[src/rtl/alarm_bank.sv]
// Multi-channel alarm controller: compares the master time against N programmable alarms,
// rings the lowest-index fired alarm, and queues the others. Supports snooze and dismiss.
module alarm_bank #(
  parameter  int unsigned N_ALARMS    = 4,
  parameter  int unsigned RING_SECS   = 60,
  parameter  int unsigned SNOOZE_SECS = 300,
  parameter  int unsigned MAX_SNOOZE  = 3,
  localparam int unsigned AW = (N_ALARMS > 1) ? $clog2(N_ALARMS) : 1,
  localparam int unsigned SW = (MAX_SNOOZE > 0) ? $clog2(MAX_SNOOZE + 1) : 1
) (
  input  logic                    clk,
  input  logic                    Reset,
  input  logic                    sec_tick,
  input  logic [6:0]              tmin,
  input  logic [6:0]              thrs,
  input  logic [2:0]              tday,
  input  logic [7*N_ALARMS-1:0]   amin,
  input  logic [7*N_ALARMS-1:0]   ahrs,
  input  logic [7*N_ALARMS-1:0]   aday,
  input  logic [N_ALARMS-1:0]     aen,
  input  logic                    snooze,
  input  logic                    dismiss,
  output logic                    buzz,
  output logic                    snoozing,
  output logic [AW-1:0]           active_id,
  output logic [N_ALARMS-1:0]     pending,
  output logic [SW-1:0]           snooze_cnt
);

  localparam int unsigned MAX_SECS = (RING_SECS > SNOOZE_SECS) ? RING_SECS : SNOOZE_SECS;
  localparam int unsigned CW       = (MAX_SECS > 1) ? $clog2(MAX_SECS) : 1;

  typedef enum logic [1:0] {
    IDLE,
    RING,
    SNOOZE
  } state_t;

  state_t              state;
  logic [N_ALARMS-1:0] match;
  logic [N_ALARMS-1:0] prev_match;
  logic [N_ALARMS-1:0] trigger;
  logic [N_ALARMS-1:0] pend_all;
  logic [N_ALARMS-1:0] sel_oh;
  logic [AW-1:0]       sel_id;
  logic [CW-1:0]       ring_ctr;
  logic [CW-1:0]       snz_ctr;

  // Per-channel time match; the padded mask bit makes tday==7 never match.
  always_comb begin
    logic [7:0] dm;
    match = '0;
    dm    = '0;
    for (int i = 0; i < int'(N_ALARMS); i++) begin
      dm       = {1'b0, aday[7*i +: 7]};
      match[i] = aen[i] && (tmin == amin[7*i +: 7]) && (thrs == ahrs[7*i +: 7]) && dm[tday];
    end
  end

  assign trigger  = match & ~prev_match;
  assign pend_all = pending | trigger;

  // Lowest-index pick among pending and fresh triggers.
  always_comb begin
    sel_id = '0;
    sel_oh = '0;
    for (int i = int'(N_ALARMS) - 1; i >= 0; i--) begin
      if (pend_all[i]) begin
        sel_id = AW'(i);
        sel_oh = '0;
        sel_oh[i] = 1'b1;
      end
    end
  end

  always_ff @(posedge clk) begin
    if (Reset) begin
      state      <= IDLE;
      prev_match <= '1;
      pending    <= '0;
      buzz       <= 1'b0;
      snoozing   <= 1'b0;
      active_id  <= '0;
      snooze_cnt <= '0;
      ring_ctr   <= '0;
      snz_ctr    <= '0;
    end else begin
      prev_match <= match;
      pending    <= pend_all;
      case (state)
        IDLE: begin
          if (|pend_all) begin
            state      <= RING;
            buzz       <= 1'b1;
            active_id  <= sel_id;
            pending    <= pend_all & ~sel_oh;
            ring_ctr   <= '0;
            snooze_cnt <= '0;
          end
        end
        RING: begin
          if (dismiss) begin
            state <= IDLE;
            buzz  <= 1'b0;
          end else if (snooze && (snooze_cnt < SW'(MAX_SNOOZE))) begin
            state      <= SNOOZE;
            buzz       <= 1'b0;
            snoozing   <= 1'b1;
            snooze_cnt <= snooze_cnt + SW'(1);
            snz_ctr    <= '0;
          end else if (sec_tick) begin
            if (ring_ctr == CW'(RING_SECS - 1)) begin
              state <= IDLE;
              buzz  <= 1'b0;
            end else begin
              ring_ctr <= ring_ctr + CW'(1);
            end
          end
        end
        SNOOZE: begin
          if (dismiss) begin
            state    <= IDLE;
            snoozing <= 1'b0;
          end else if (sec_tick) begin
            if (snz_ctr == CW'(SNOOZE_SECS - 1)) begin
              state    <= RING;
              buzz     <= 1'b1;
              snoozing <= 1'b0;
              ring_ctr <= '0;
            end else begin
              snz_ctr <= snz_ctr + CW'(1);
            end
          end
        end
        default: begin
          state    <= IDLE;
          buzz     <= 1'b0;
          snoozing <= 1'b0;
        end
      endcase
    end
  end

endmodule

[config.mk]
export PLATFORM = sky130hd
export DESIGN_NAME = alarm_bank
export DESIGN_NICKNAME = d
export VERILOG_FILES = /design/src/rtl/alarm_bank.sv
export SDC_FILE = /design/constraint.sdc
export NUM_CORES = 1
export LEC_CHECK = 0
export CAP_MARGIN = 5
export CORE_MARGIN = 2
export CORE_UTILIZATION = 38
export CTS_CLUSTER_SIZE = 30
export DETAILED_ROUTE_END_ITERATION = 6
export PLACE_DENSITY = 0.81
export RECOVER_POWER = 25
export SYNTH_ARGS = -nofsm -noshare
export SYNTH_HDL_FRONTEND = slang
export SYNTH_SLANG_ARGS = --single-unit
export TNS_END_PERCENT = 10
[constraint.sdc]
create_clock -name clk -period 2.63 [get_ports clk]
set_clock_uncertainty 0.05 [all_clocks]
set_input_delay 0.789 -clock clk [delete_from_list [all_inputs] [get_ports clk]]
set_output_delay 0.789 -clock clk [all_outputs]
set_load 0.005 [all_outputs]
==> impl_metrics.toml <==
[routing]
avgRoutedWirePerCell_um = 16.7
ant_nets = 0
via_per_inst = 5.30
dr.pass1.iters = 4
drtIter0Drc = 84
dr_total_vias = 2931
routed_wl_mm = 9.23
route.detailed.drc = 0

[critical_path]
path_depth = 8
arrival_ns = 2.76
end_kind = "flop"
crit_end = "ring_ctr[1]"
critPathTopFamily = "compound AO/OA/AOI/OAI gates"
timing.rr.start = "snz_ctr[0]"
cp_slowest_stage_delay_ns = 0.51
reg2reg_slack_ns = 0.32
reg2reg_depth = 7
critical_path_buf_inv_count = 1
critical_path.cell_chain = "dlygate4sd2_1, xnor2_1, and4_1, nand4_1, o41a_1, and2_4, a21oi_4, mux2i_1"
worstSetupPathType = "input pin to flop"
crit_path_start_kind = "input pin"
required_ns = 2.79
crit_slowest_cell = "o41a_1"
worstSetupStartpoint = "thrs[4]"
crit_fanout = 5
r2r-end = "ring_ctr[1]"

[synthesis]
synth_most_common_cell = "xnor2_1"
seq_area_frac_synth_pct = 26.4
synthMuxAreaShare_pct = 5.09
synth-simple-area-share_pct = 25.5
synthFlopType = "dfxtp_1"
synth-xor-area-share_pct = 21.4
synth-edff-count = 0
syn_nets = 427
synth_area_per_cell_um2 = 8.22
synth_area_leaders = "dfxtp_1 (26%), xnor2_1 (17%), xor2_1 (4.8%)"
synth_adder_area_share_pct = 1.45
ys_ff_latch = 34
synth_top_cell_area_share_pct = 26.4
yosysTopAreaCell = "dfxtp_1"
synthDistinctLibCells = 53
synthTopCellsByCount = "xnor2_1 (49), dfxtp_1 (34), nand2_1 (30)"
synth_area_um2 = 2580
yosys_warnings = 0
syn_inst = 314
async_reset_ff_share_pct = 0
synth_compound_area_share_pct = 15.8
synth_top_family_by_area = "simple AND/OR/NAND/NOR gates"

[clock_network]
clock-root-buffer = "clkbuf_8"
cts_buffers = 5
cts_buffer_depth = 2
clkSinkCount = 34
tritoncts = "done"
hold_buffers = 0
htreeDepth = 2
clk_pin_slew_ns = 0.07
clk_latency_ns = 0.28

[timing]
report.final.slew_viol_count = 0
timing.final.crit_share_pct = 98.7
finalWorstSetupSlack_ns = 0.0348
fin_crit_ns = 2.60
fin_tns_setup_ns = 0
fmax_mhz = 385
setup_viol = 0
holdWs_ns = 0.427
slew_headroom_pct = 65.3
worst_pin_slew_ns = 0.517
hold_viol = 0

[finish]
syn_to_final_growth_pct = 66.4
layoutNonFillerInstCount = 553
diodes = 0
drive_above_1_share_pct = 15.6
final_net_count = 587
fillers = 555
final_util_pct = 64.3

[job]
maxCapViolations = 0

[floorplanning]
dieArea_um2 = 7470
dieHeight_um = 86.4
coreArea_um2 = 6680
fp-row-count = 30
ios = 120
start_util_pct = 38.6
die_w_um = 86.4

[global_route]
grt_max_degree = 16
grt_pass1_vias = 2926
grt_pass1_wl_mm = 14.1
grt_antenna_before_repair = 0
track_usage_pct = 23.8
overflow = 0

[status]
outcome = "complete, no violations"

[pwr]
ir_drop_uv = 334
p_per_area_nw_per_um2 = 294
p_leak_nw = 1.78

[placement]
dp_cells = 535
io_buffer_count = 119
post-place-ws_ns = -0.540
hpwl_mm = 7.08
place.gp.congestion = 0.945

[min_path]
hold_path.class = "flop to flop"
min_path_cells = 2
==> worst register-to-register path, stage by stage, from the launching register on <==
cell,delay (ns)
dfxtp_1,0.37
ha_1,0.20
or4bb_1,0.55
or3_1,0.42
a21oi_1,0.15
nor2_1,0.11
a21oi_4,0.20
mux2i_1,0.21
==> where the power goes <==
group / switching [mW] / total (mW) / internal (mW) / leakage [nW]
sequential: 0.000996 / 0.519 / 0.518 / 0.275
combinational: 0.139 / 0.374 / 0.234 / 1.46
clock: 0.168 / 0.369 / 0.201 / 0.0431
total: 0.308 / 1.26 / 0.954 / 1.78
==> sequential cells by signal, indices dropped and copies added, names as in the netlist <==
signal      cells
prev_match      4
buzz            1
ring_ctr        9
active_id       2
snz_ctr         9
snoozing        1
snooze_cnt      2
pending         4
state           2
==> through the flow <==
| stage | power (mW) | cell area (um^2) |
|---|---|---|
| CTS | 1.27 | 4210 |
| global route | 1.32 | 4300 |
| floorplan | 0.667 | 2580 |
| finish | 1.26 | 4300 |
| detailed placement | 0.898 | 4060 |
| global placement | 0.891 | 4060 |
==> worst min path at each step <==
| stage | start | end |
|---|---|---|
| final | snz_ctr[1] | snz_ctr[1] |
| after global routing | snz_ctr[1] | snz_ctr[1] |
| after CTS | snz_ctr[1] | snz_ctr[1] |
| after detailed placement | snz_ctr[1] | snz_ctr[1] |
| after global placement | snz_ctr[1] | snz_ctr[1] |
| after floorplan | snz_ctr[1] | snz_ctr[1] |
==> layer usage <==
metal / vias to the layer above / part of all wire [%] / track usage [%]
li1: 1436 / - / -
met1: 1351 / 40 / 27.0
met2: 122 / 50 / 42.5
met3: 22 / 8.0 / 6.76
met4: 0 / 2.5 / 8.52
met5: - / 0 / 0
==> cell families after synthesis <==
group	count (synthesis)
DFF	34
adders and majority gates	3
muxes	13
buffers and inverters	22
AOI/OAI and AO/OA	55
xor gates and xnor gates	63
and+or+nand+nor	124
==> final cells by class <==
| class | count | area, um^2 | share of cell area, % |
|---|---|---|---|
| Sequential cell | 34 | 681 | 15.8 |
| Clock buffer | 6 | 82.6 | 1.92 |
| Tap cell | 80 | 100 | 2.33 |
| Timing Repair Buffer | 166 | 1560 | 36.2 |
| Inverter | 8 | 30.0 | 0.699 |
| Multi-Input combinational cell | 259 | 1850 | 43.0 |
==> cell usage in the layout (no fill, tap or decap), types with 4 or more instances in the layout <==
cell type	synthesis	layout
clkdlybuf4s50_1	0	80
xnor2_1	49	48
buf_4	0	42
dfxtp_1	34	34
nand2_1	30	30
nor2_1	23	23
dlygate4sd2_1	0	19
xor2_1	14	14
nand3_1	13	13
mux2i_1	12	12
dlymetal6s2s_1	0	12
a21oi_1	11	11
nor3_1	10	10
nand4_1	9	9
o21ai_0	10	9
inv_1	8	8
dlygate4sd3_1	0	7
a211oi_1	7	6
clkbuf_8	0	6
and3_1	6	5
nand2b_1	4	4
nor2b_1	5	4
nand3b_1	4	4
o211a_1	4	4
nor4_1	6	4
a31oi_1	4	4
a41oi_1	4	4
buf_6	1	4
==> repair_timing <==
item	4_1_cts	5_1_grt
gates cloned	1	0
resized for setup	31	20
pin swaps	12	13
endpoints found under the setup margin	16	17
setup buffers	6	5
Note: power is estimated with default switching activity, not from simulation.
